File: config.mk
export PLATFORM = sky130hd
export DESIGN_NAME = config_manager_seq_uc
export DESIGN_NICKNAME = d
export VERILOG_FILES = /design/src/rtl/config_manager_seq_uc.sv
export SDC_FILE = /design/constraint.sdc
export NUM_CORES = 1
export LEC_CHECK = 0
export BUFFER_PORTS_ARGS = -buffer_cell sky130_fd_sc_hd__buf_2
export CAP_MARGIN = 25
export CORE_UTILIZATION = 50
export CTS_CLUSTER_DIAMETER = 100
export DETAILED_ROUTE_END_ITERATION = 8
export GPL_ROUTABILITY_DRIVEN = 0
export PLACE_DENSITY = 0.68
export SLEW_MARGIN = 20
export SYNTH_ARGS = -nofsm -noshare
export SYNTH_HDL_FRONTEND = slang
export SYNTH_SLANG_ARGS = --single-unit
export TNS_END_PERCENT = 20
File: constraint.sdc
create_clock -name clock -period 2.2 [get_ports clock]
set_input_delay 0.44 -clock clock [delete_from_list [all_inputs] [get_ports clock]]
set_output_delay 0.44 -clock clock [all_outputs]
set_load 0.05 [all_outputs]
File: src/rtl/config_manager_seq_uc.sv
// Purpose: sequences reception of NUM_FIELDS config fields into the register bank,
//          with parity retries (NACK), a per-field timeout and an abort path.
// Latency: start -> first load enable 1 cycle; minimum sequence is 1+NUM_FIELDS+1
//          cycles from start acceptance to pronto. All outputs are registered.
// Backpressure: none; fim_recepcao_config is a qualified pulse and is never stalled.
//          A start request is accepted only in IDLE.
//
// Ports:
//   clock, reset (async, active-low)
//   receber_config      start request (IDLE only)
//   fim_recepcao_config field-complete pulse, qualifies parity_config_ok
//   abort_config        cancel an in-progress sequence
//   load_field          one-hot load enable for the field being received
//   field_idx           index of the field being received
//   nack_config         one-cycle retransmission request after bad parity
//   busy_config         high while receiving or requesting retransmission
//   pronto_config       end-of-sequence pulse (success or error)
//   erro_config         error pulse, coincident with pronto_config
//   erro_code           00 none, 01 parity, 10 timeout, 11 abort (held until next start)
//   retry_cnt           retransmissions used on the current field

module config_manager_seq_uc #(
  parameter int NUM_FIELDS     = 5,
  parameter int MAX_RETRIES    = 2,
  parameter int TIMEOUT_CYCLES = 1000,
  parameter int IDX_W          = (NUM_FIELDS > 1) ? $clog2(NUM_FIELDS) : 1,
  parameter int TMO_W          = (TIMEOUT_CYCLES > 0) ? $clog2(TIMEOUT_CYCLES + 1) : 1,
  parameter int RTY_W          = (MAX_RETRIES > 0) ? $clog2(MAX_RETRIES + 1) : 1
) (
  input  logic                  clock,
  input  logic                  reset,
  input  logic                  receber_config,
  input  logic                  fim_recepcao_config,
  input  logic                  parity_config_ok,
  input  logic                  abort_config,
  output logic [NUM_FIELDS-1:0] load_field,
  output logic [IDX_W-1:0]      field_idx,
  output logic                  nack_config,
  output logic                  busy_config,
  output logic                  pronto_config,
  output logic                  erro_config,
  output logic [1:0]            erro_code,
  output logic [RTY_W-1:0]      retry_cnt
);

  typedef enum logic [2:0] {
    S_IDLE    = 3'd0,
    S_RECEIVE = 3'd1,
    S_NACK    = 3'd2,
    S_DONE    = 3'd3,
    S_ERROR   = 3'd4
  } state_t;

  localparam logic [1:0] E_NONE    = 2'b00;
  localparam logic [1:0] E_PARITY  = 2'b01;
  localparam logic [1:0] E_TIMEOUT = 2'b10;
  localparam logic [1:0] E_ABORT   = 2'b11;

  // A zero timeout disables the timer entirely; it then never counts.
  localparam bit               TMO_EN    = (TIMEOUT_CYCLES > 0);
  localparam logic [TMO_W-1:0] TMO_LAST  = TMO_W'((TIMEOUT_CYCLES > 0) ? TIMEOUT_CYCLES - 1 : 0);
  localparam logic [IDX_W-1:0] IDX_LAST  = IDX_W'(NUM_FIELDS - 1);
  localparam logic [RTY_W-1:0] RTY_LIMIT = RTY_W'(MAX_RETRIES);

  // State and counters
  state_t                  state_q, state_d;
  logic [IDX_W-1:0]        field_idx_q, field_idx_d;
  logic [RTY_W-1:0]        retry_cnt_q, retry_cnt_d;
  logic [TMO_W-1:0]        timer_q, timer_d;
  logic [1:0]              erro_code_q, erro_code_d;

  // Registered Moore outputs, decoded from the next state so they line up
  // with state_q without any input-to-output combinational path.
  logic [NUM_FIELDS-1:0]   load_field_q, load_field_d;
  logic                    nack_q, nack_d;
  logic                    busy_q, busy_d;
  logic                    pronto_q, pronto_d;
  logic                    erro_q, erro_d;

  // ------------------------------------------------------------------
  // Next-state logic
  // ------------------------------------------------------------------
  always_comb begin
    state_d     = state_q;
    field_idx_d = field_idx_q;
    retry_cnt_d = retry_cnt_q;
    timer_d     = timer_q;
    erro_code_d = erro_code_q;

    case (state_q)
      S_IDLE: begin
        // field_idx / retry_cnt / erro_code keep the last sequence's values
        // here so software can inspect where a sequence ended.
        if (receber_config) begin
          state_d     = S_RECEIVE;
          field_idx_d = '0;
          retry_cnt_d = '0;
          timer_d     = '0;
          erro_code_d = E_NONE;
        end
      end

      S_RECEIVE: begin
        // Priority: abort, then field completion, then timeout. A field that
        // finishes on the very cycle the timer expires is accepted.
        if (abort_config) begin
          state_d     = S_ERROR;
          erro_code_d = E_ABORT;
        end else if (fim_recepcao_config) begin
          if (parity_config_ok) begin
            if (field_idx_q == IDX_LAST) begin
              state_d = S_DONE;
            end else begin
              field_idx_d = field_idx_q + IDX_W'(1);
              retry_cnt_d = '0;
              timer_d     = '0;
            end
          end else if (retry_cnt_q == RTY_LIMIT) begin
            state_d     = S_ERROR;
            erro_code_d = E_PARITY;
          end else begin
            state_d     = S_NACK;
            retry_cnt_d = retry_cnt_q + RTY_W'(1);
            timer_d     = '0;
          end
        end else if (TMO_EN && (timer_q == TMO_LAST)) begin
          state_d     = S_ERROR;
          erro_code_d = E_TIMEOUT;
        end else if (TMO_EN) begin
          timer_d = timer_q + TMO_W'(1);
        end
      end

      S_NACK: begin
        // Single-cycle retransmission request; a stray fim here is dropped.
        if (abort_config) begin
          state_d     = S_ERROR;
          erro_code_d = E_ABORT;
        end else begin
          state_d = S_RECEIVE;
        end
      end

      S_DONE:  state_d = S_IDLE;
      S_ERROR: state_d = S_IDLE;

      // Recover from any illegal encoding.
      default: state_d = S_IDLE;
    endcase
  end

  // ------------------------------------------------------------------
  // Output decode (from next state)
  // ------------------------------------------------------------------
  always_comb begin
    load_field_d = '0;
    if (state_d == S_RECEIVE) begin
      for (int i = 0; i < NUM_FIELDS; i++) begin
        load_field_d[i] = (field_idx_d == IDX_W'(i));
      end
    end
    nack_d   = (state_d == S_NACK);
    busy_d   = (state_d == S_RECEIVE) || (state_d == S_NACK);
    pronto_d = (state_d == S_DONE) || (state_d == S_ERROR);
    erro_d   = (state_d == S_ERROR);
  end

  // ------------------------------------------------------------------
  // State registers
  // ------------------------------------------------------------------
  always_ff @(posedge clock or negedge reset) begin
    if (!reset) begin
      state_q      <= S_IDLE;
      field_idx_q  <= '0;
      retry_cnt_q  <= '0;
      timer_q      <= '0;
      erro_code_q  <= E_NONE;
      load_field_q <= '0;
      nack_q       <= 1'b0;
      busy_q       <= 1'b0;
      pronto_q     <= 1'b0;
      erro_q       <= 1'b0;
    end else begin
      state_q      <= state_d;
      field_idx_q  <= field_idx_d;
      retry_cnt_q  <= retry_cnt_d;
      timer_q      <= timer_d;
      erro_code_q  <= erro_code_d;
      load_field_q <= load_field_d;
      nack_q       <= nack_d;
      busy_q       <= busy_d;
      pronto_q     <= pronto_d;
      erro_q       <= erro_d;
    end
  end

  assign load_field    = load_field_q;
  assign field_idx     = field_idx_q;
  assign nack_config   = nack_q;
  assign busy_config   = busy_q;
  assign pronto_config = pronto_q;
  assign erro_config   = erro_q;
  assign erro_code     = erro_code_q;
  assign retry_cnt     = retry_cnt_q;

endmodule

==> results.py, run 1 <==
metrics = {
    "final_layout": {
        "final_cell_mix": "29 x dfrtp_1, 21 x buf_2, 17 x nor2_1",
        "finalNetCount": 191,
        "drive_above_1_share": 0.247,
        "syn_to_final_growth_pct": 13.1,
        "final_common_cell": "dfrtp_1",
        "antenna_cells": 0,
    },
    "timing": {
        "hold_viol_final": 0,
        "finalSetupViolCount": 0,
        "fmax_mhz": 501,
        "whs_ps": 125,
        "fin_skew_ps": 9.66,
        "finalCritPeriodShare": 0.907,
        "relSlewSlack": 0.574,
        "layout_min_cycle_time_ps": 2000,
        "fin_tns_setup_ps": 0,
        "rsz0062_at_grt": "no",
        "max_slew.worst_pin.slew_ps": 639,
        "maxSlewViolCount": 0,
        "worst_slack_ps": 204,
    },
    "critical_path": {
        "rr_endpoint": "timer_q[7]",
        "critPathKind": "reg2reg",
        "worstSetupEndpointType": "flip-flop",
        "cp.required_ps": 2420,
        "reg2reg_from": "state_q[1]",
        "worst-r2r-cell-count": 5,
        "reg2reg_slack_ps": 200,
        "startpoint_type": "flip-flop",
        "crit_path_max_fanout": 10,
        "critPathArrivalTime_ps": 2220,
    },
    "floorplanning": {
        "start_util": 0.525,
        "rows": 20,
        "die-area_um2": 3410,
        "io_pins": 22,
        "core_um2": 3030,
        "fp.dieH_um": 58.4,
        "dieWidth_um": 58.4,
    },
    "clock_tree": {
        "cts_root_buf": "clkbuf_4",
        "clock_path_buffers": 2,
        "postCtsSetupBuffers": 0,
        "cts_buffers": 5,
        "clock-sinks": 29,
        "cts.reportedPaths.clkPinSlew_ps": 90,
        "h-tree-depth": 2,
        "clk_latency_ps": 330,
        "cts_tree": "yes",
    },
    "drt": {
        "viasPerCell": 5.39,
        "wl_um": 3110,
        "vias": 1218,
        "first_pass_iters": 4,
        "drt-initial-drc-count": 27,
        "wl_per_cell_um": 13.8,
        "route.detailed.drc": 0,
        "drtAntennaViolNets": 0,
    },
    "pwr": {
        "worst_ir_drop_vdd_mv": 0.675,
        "p_per_area_nw_per_um2": 1100,
        "leakage_nw": 0.844,
        "fin_total_pwr_w": 0.00197,
    },
    "global_routing": {
        "use_met1": 0.241,
        "grt_pass1_vias": 1202,
        "grt-ovfl-total": 0,
        "met2_usage": 0.343,
        "grt_first_pass_wirelength_um": 5140,
        "use_met3": 0.0659,
        "track_usage": 0.207,
        "antenna_found_initial": 0,
        "grt_most_used_layer": "met2",
        "grt_max_degree": 30,
    },
    "run_status": {
        "status": "completed",
    },
    "synth": {
        "avgSynthCellArea_um2": 10.1,
        "synth_area_um2": 1590,
        "ys_seq_area_frac": 0.456,
        "synth_ff_type": "dfrtp_1",
        "yosysWarnings": 0,
        "syn-num-nets": 167,
        "synthCells": 157,
        "synth_cell_type_count": 46,
        "ys_seq_elements": 29,
        "synth_edf_count": 0,
        "async_flop_share": 1.00,
    },
    "min_path": {
        "min_path_type": "in2async",
    },
    "placement": {
        "port_buffers": 21,
        "post-dp-hpwl_um": 2330,
        "pre_cts_ws_ps": 158,
    },
    "job": {
        "drv_cap": 0,
    },
}
[logic make-up after synthesis]
| kind of cell | Yosys count | share of synthesized area |
|---|---|---|
| buffers and inverters | 17 | 0.0559 |
| xor gates and xnor gates | 9 | 0.0496 |
| and+or+nand+nor | 73 | 0.269 |
| AOI/OAI and AO/OA | 20 | 0.103 |
| muxes | 5 | 0.0346 |
| adders and majority gates | 4 | 0.0315 |
| DFF | 29 | 0.456 |
[worst max path at each step]
| stage | slack [ps] | cells past startpoint | endpoint | from |
|---|---|---|---|---|
| 2_1_floorplan | 50 | 6 | retry_cnt[1] | retry_cnt[0] |
| 3_3_place_gp | 220 | 5 | erro_code[1] | timer_q[3] |
| 3_5_place_dp | 160 | 6 | erro_code[0] | timer_q[0] |
| 4_1_cts | 150 | 6 | erro_code[0] | timer_q[0] |
| 5_1_grt | 20 | 6 | erro_code[0] | timer_q[0] |
| 6_report | 200 | 5 | timer_q[7] | state_q[1] |
[metrics by stage]
step	util	area, µm²	instances
final	0.594	1800	226
after detailed placement	0.569	1720	218
after floorplan	-	1590	157
after CTS	0.592	1790	226
after global routing	0.594	1800	226
after global placement	0.569	1720	218
[synth_stat cells (2+ instances only)]
| cell | count | area (µm²) |
|---|---|---|
| dfrtp_1 | 29 | 726 |
| nor2_1 | 17 | 63.8 |
| inv_1 | 10 | 37.5 |
| xnor2_1 | 9 | 78.8 |
| nand3_1 | 8 | 40.0 |
| nor3_1 | 8 | 40.0 |
| nand2_1 | 7 | 26.3 |
| nor4_1 | 5 | 31.3 |
| a21oi_1 | 4 | 20.0 |
| ha_1 | 4 | 50.1 |
| mux2_2 | 4 | 45.0 |
| buf_6 | 3 | 33.8 |
| nand2b_1 | 3 | 18.8 |
| nor4b_2 | 3 | 45.0 |
| o21ai_0 | 3 | 15.0 |
| buf_2 | 2 | 10.0 |
| clkbuf_1 | 2 | 7.51 |
| nand3b_1 | 2 | 15.0 |
| nand4_1 | 2 | 12.5 |
| nor2b_1 | 2 | 12.5 |
| nor3b_1 | 2 | 15.0 |
| o32ai_1 | 2 | 17.5 |
| or2_1 | 2 | 12.5 |
| or3_1 | 2 | 12.5 |
[area by class of cell]
type	instances	area, µm²
Fill cell	271	1230
Sequential cell	29	726
Timing Repair Buffer	24	128
Multi-Input combinational cell	111	782
Tap cell	44	55.1
Clock buffer	7	65.1
Clock inverter	1	5.00
Inverter	10	37.5
[flip-flops by register name, indices dropped and copies added, names as in the netlist]
register,count
busy_config,1
erro_code,2
erro_config,1
field_idx,3
load_field,5
nack_config,1
pronto_config,1
retry_cnt,2
state_q,3
timer_q,10
[worst max-delay path: stages, from the launching register on]
cell and delay, ps:
dfrtp_1 470, or3b_1 570, a311oi_4 490, nor4_1 130, xnor2_1 170, nor2_1 50
[power by group]
part           switching, W  internal, W  total [W]
Combinational      0.000628     0.000291   0.000920
Clock              0.000181     0.000185   0.000366
Sequential        0.0000564     0.000628   0.000685
Total              0.000866      0.00110    0.00197
[timing repair]
action	CTS	global route
hold buffers	0	0
setup endpoints to repair	0	2
resized for setup	0	1
[metal layers]
layer	wire length (µm)	share of wire
met1	1370	0.44
met2	1550	0.50
met3	127	0.041
met4	62	0.020
met5	0	0
Note: power is estimated with default switching activity, not from simulation.
==> run 2: changes to the inputs <==
- clock period: 2.2 -> 2.3 ns (I/O delays scaled with it)
==> results.py, run 2 (synthesis results as in run 1) <==
metrics = {
    "critical_path": {
        "cp_top_family": "simple AND/OR/NAND/NOR gates",
        "worstSetupEndpointType": "flip-flop",
        "worstPathCellList": "nand4bb_1, nor3_1, nor4_2, nor4_1, mux2_2",
        "critPathKind": "reg2reg",
        "critPathMaxStageDelay_ps": 450,
        "crit_path_max_fanout": 6,
        "crit_buf_inv": 0,
        "startpoint_type": "flip-flop",
        "cp.required_ps": 2520,
        "slowest_stage": "dfrtp_1",
        "critPathArrivalTime_ps": 2310,
    },
    "pwr": {
        "p_per_area_nw_per_um2": 1040,
        "leakage_nw": 0.838,
        "worst_ir_drop_vdd_mv": 0.602,
    },
    "drt": {
        "drtAntennaViolNets": 0,
        "drt-initial-drc-count": 38,
        "vias": 1222,
        "first_pass_iters": 4,
        "route.detailed.drc": 0,
        "viasPerCell": 5.43,
        "wl_per_cell_um": 14.1,
        "wl_um": 3170,
    },
    "job": {
        "drv_cap": 0,
    },
    "global_routing": {
        "track_usage": 0.215,
        "grt_max_degree": 30,
        "grt_pass1_vias": 1263,
        "antenna_found_initial": 0,
        "grt-ovfl-total": 0,
        "grt_first_pass_wirelength_um": 5440,
    },
    "clock_tree": {
        "ctsResizeCount": 0,
        "cts.reportedPaths.clkPinSlew_ps": 90,
        "postCtsSetupBuffers": 0,
        "clk_latency_ps": 330,
        "cts_root_buf": "clkbuf_4",
        "clock-sinks": 29,
        "hold_buffers": 0,
        "h-tree-depth": 2,
        "cts_buffers": 5,
        "cts_tree": "yes",
        "clock_path_buffers": 2,
    },
    "timing": {
        "hold_viol_final": 0,
        "max_slew.worst_pin.slew_ps": 636,
        "finalSetupViolCount": 0,
        "rsz0062_at_grt": "no",
        "finalCritPeriodShare": 0.911,
        "fin_tns_setup_ps": 0,
        "maxSlewViolCount": 0,
        "fmax_mhz": 477,
        "fin_skew_ps": 10.6,
        "relSlewSlack": 0.576,
        "layout_min_cycle_time_ps": 2090,
    },
    "run_status": {
        "status": "completed",
    },
    "final_layout": {
        "multi_input_area_um2": 776,
        "largest_register_ffs": 10,
        "regArea_um2": 726,
        "drive_above_1_share": 0.238,
        "final_cell_mix": "29 x dfrtp_1, 21 x buf_2, 17 x nor2_1",
        "antenna_cells": 0,
        "syn_to_final_growth_pct": 12.2,
        "final_core_utilization": 0.589,
        "final_common_cell": "dfrtp_1",
        "max_flop_register": "timer_q",
        "fillers": 268,
        "finalNetCount": 190,
    },
    "placement": {
        "post-dp-hpwl_um": 2400,
        "port_buffers": 21,
    },
    "floorplanning": {
        "die-area_um2": 3410,
        "dieWidth_um": 58.4,
        "rows": 20,
        "core_um2": 3030,
        "fp.dieH_um": 58.4,
        "start_util": 0.525,
        "io_pins": 22,
    },
    "min_path": {
        "min_path_type": "in2async",
    },
}
## run 2: changes by cell type in the layout (fill, tap and decap cells not counted), sizes merged
cell / before / now
buf: 24 / 23
## run 2: worst paths after layout
kind | slack (ps) | from | depth (start not counted) | end
min in group clock | 520 | erro_code[1] | 1 | erro_code[1]
hold / removal | 140 | reset | 1 | timer_q[3]
setup reg to reg | 210 | timer_q[3] | 5 | erro_code[0]
setup / recovery | 210 | timer_q[3] | 5 | erro_code[0]
max in group asynchronous | 1740 | reset | 1 | timer_q[8]
hold reg to reg | 520 | erro_code[1] | 1 | erro_code[1]
## run 2: per-layer routing
metal  part of all wire  GRT usage  up-vias
li1                   -          -      603
met1               0.43      0.242      586
met2               0.51      0.363       27
met3              0.044     0.0769        6
met4              0.015      0.105        0
met5                  0          0        -
## run 2: final cells by class
cell class	count	share of cell area
clock buffer	7	0.0365
clock inverter	1	0.00281
inverter	10	0.0210
multi-input combinational	111	0.435
sequential	29	0.407
tap	44	0.0309
timing repair buffer	23	0.0673
## run 2: metrics by stage
step | total power [W] | hold WS, ps | instance area [µm²] | setup slack (ps) | instances
after floorplan | 0.00136 | 164 | 1590 | 154 | 157
after global placement | 0.00150 | 487 | 1710 | 314 | 217
after detailed placement | 0.00152 | 508 | 1710 | 246 | 217
after CTS | 0.00187 | 157 | 1780 | 217 | 225
after global routing | 0.00198 | 179 | 1780 | 30.4 | 225
final | 0.00186 | 145 | 1780 | 206 | 225
## run 2: where the power goes
| group | internal [W] | switching (W) |
|---|---|---|
| registers | 0.000601 | 0.0000524 |
| logic | 0.000264 | 0.000594 |
| clock network | 0.000177 | 0.000170 |
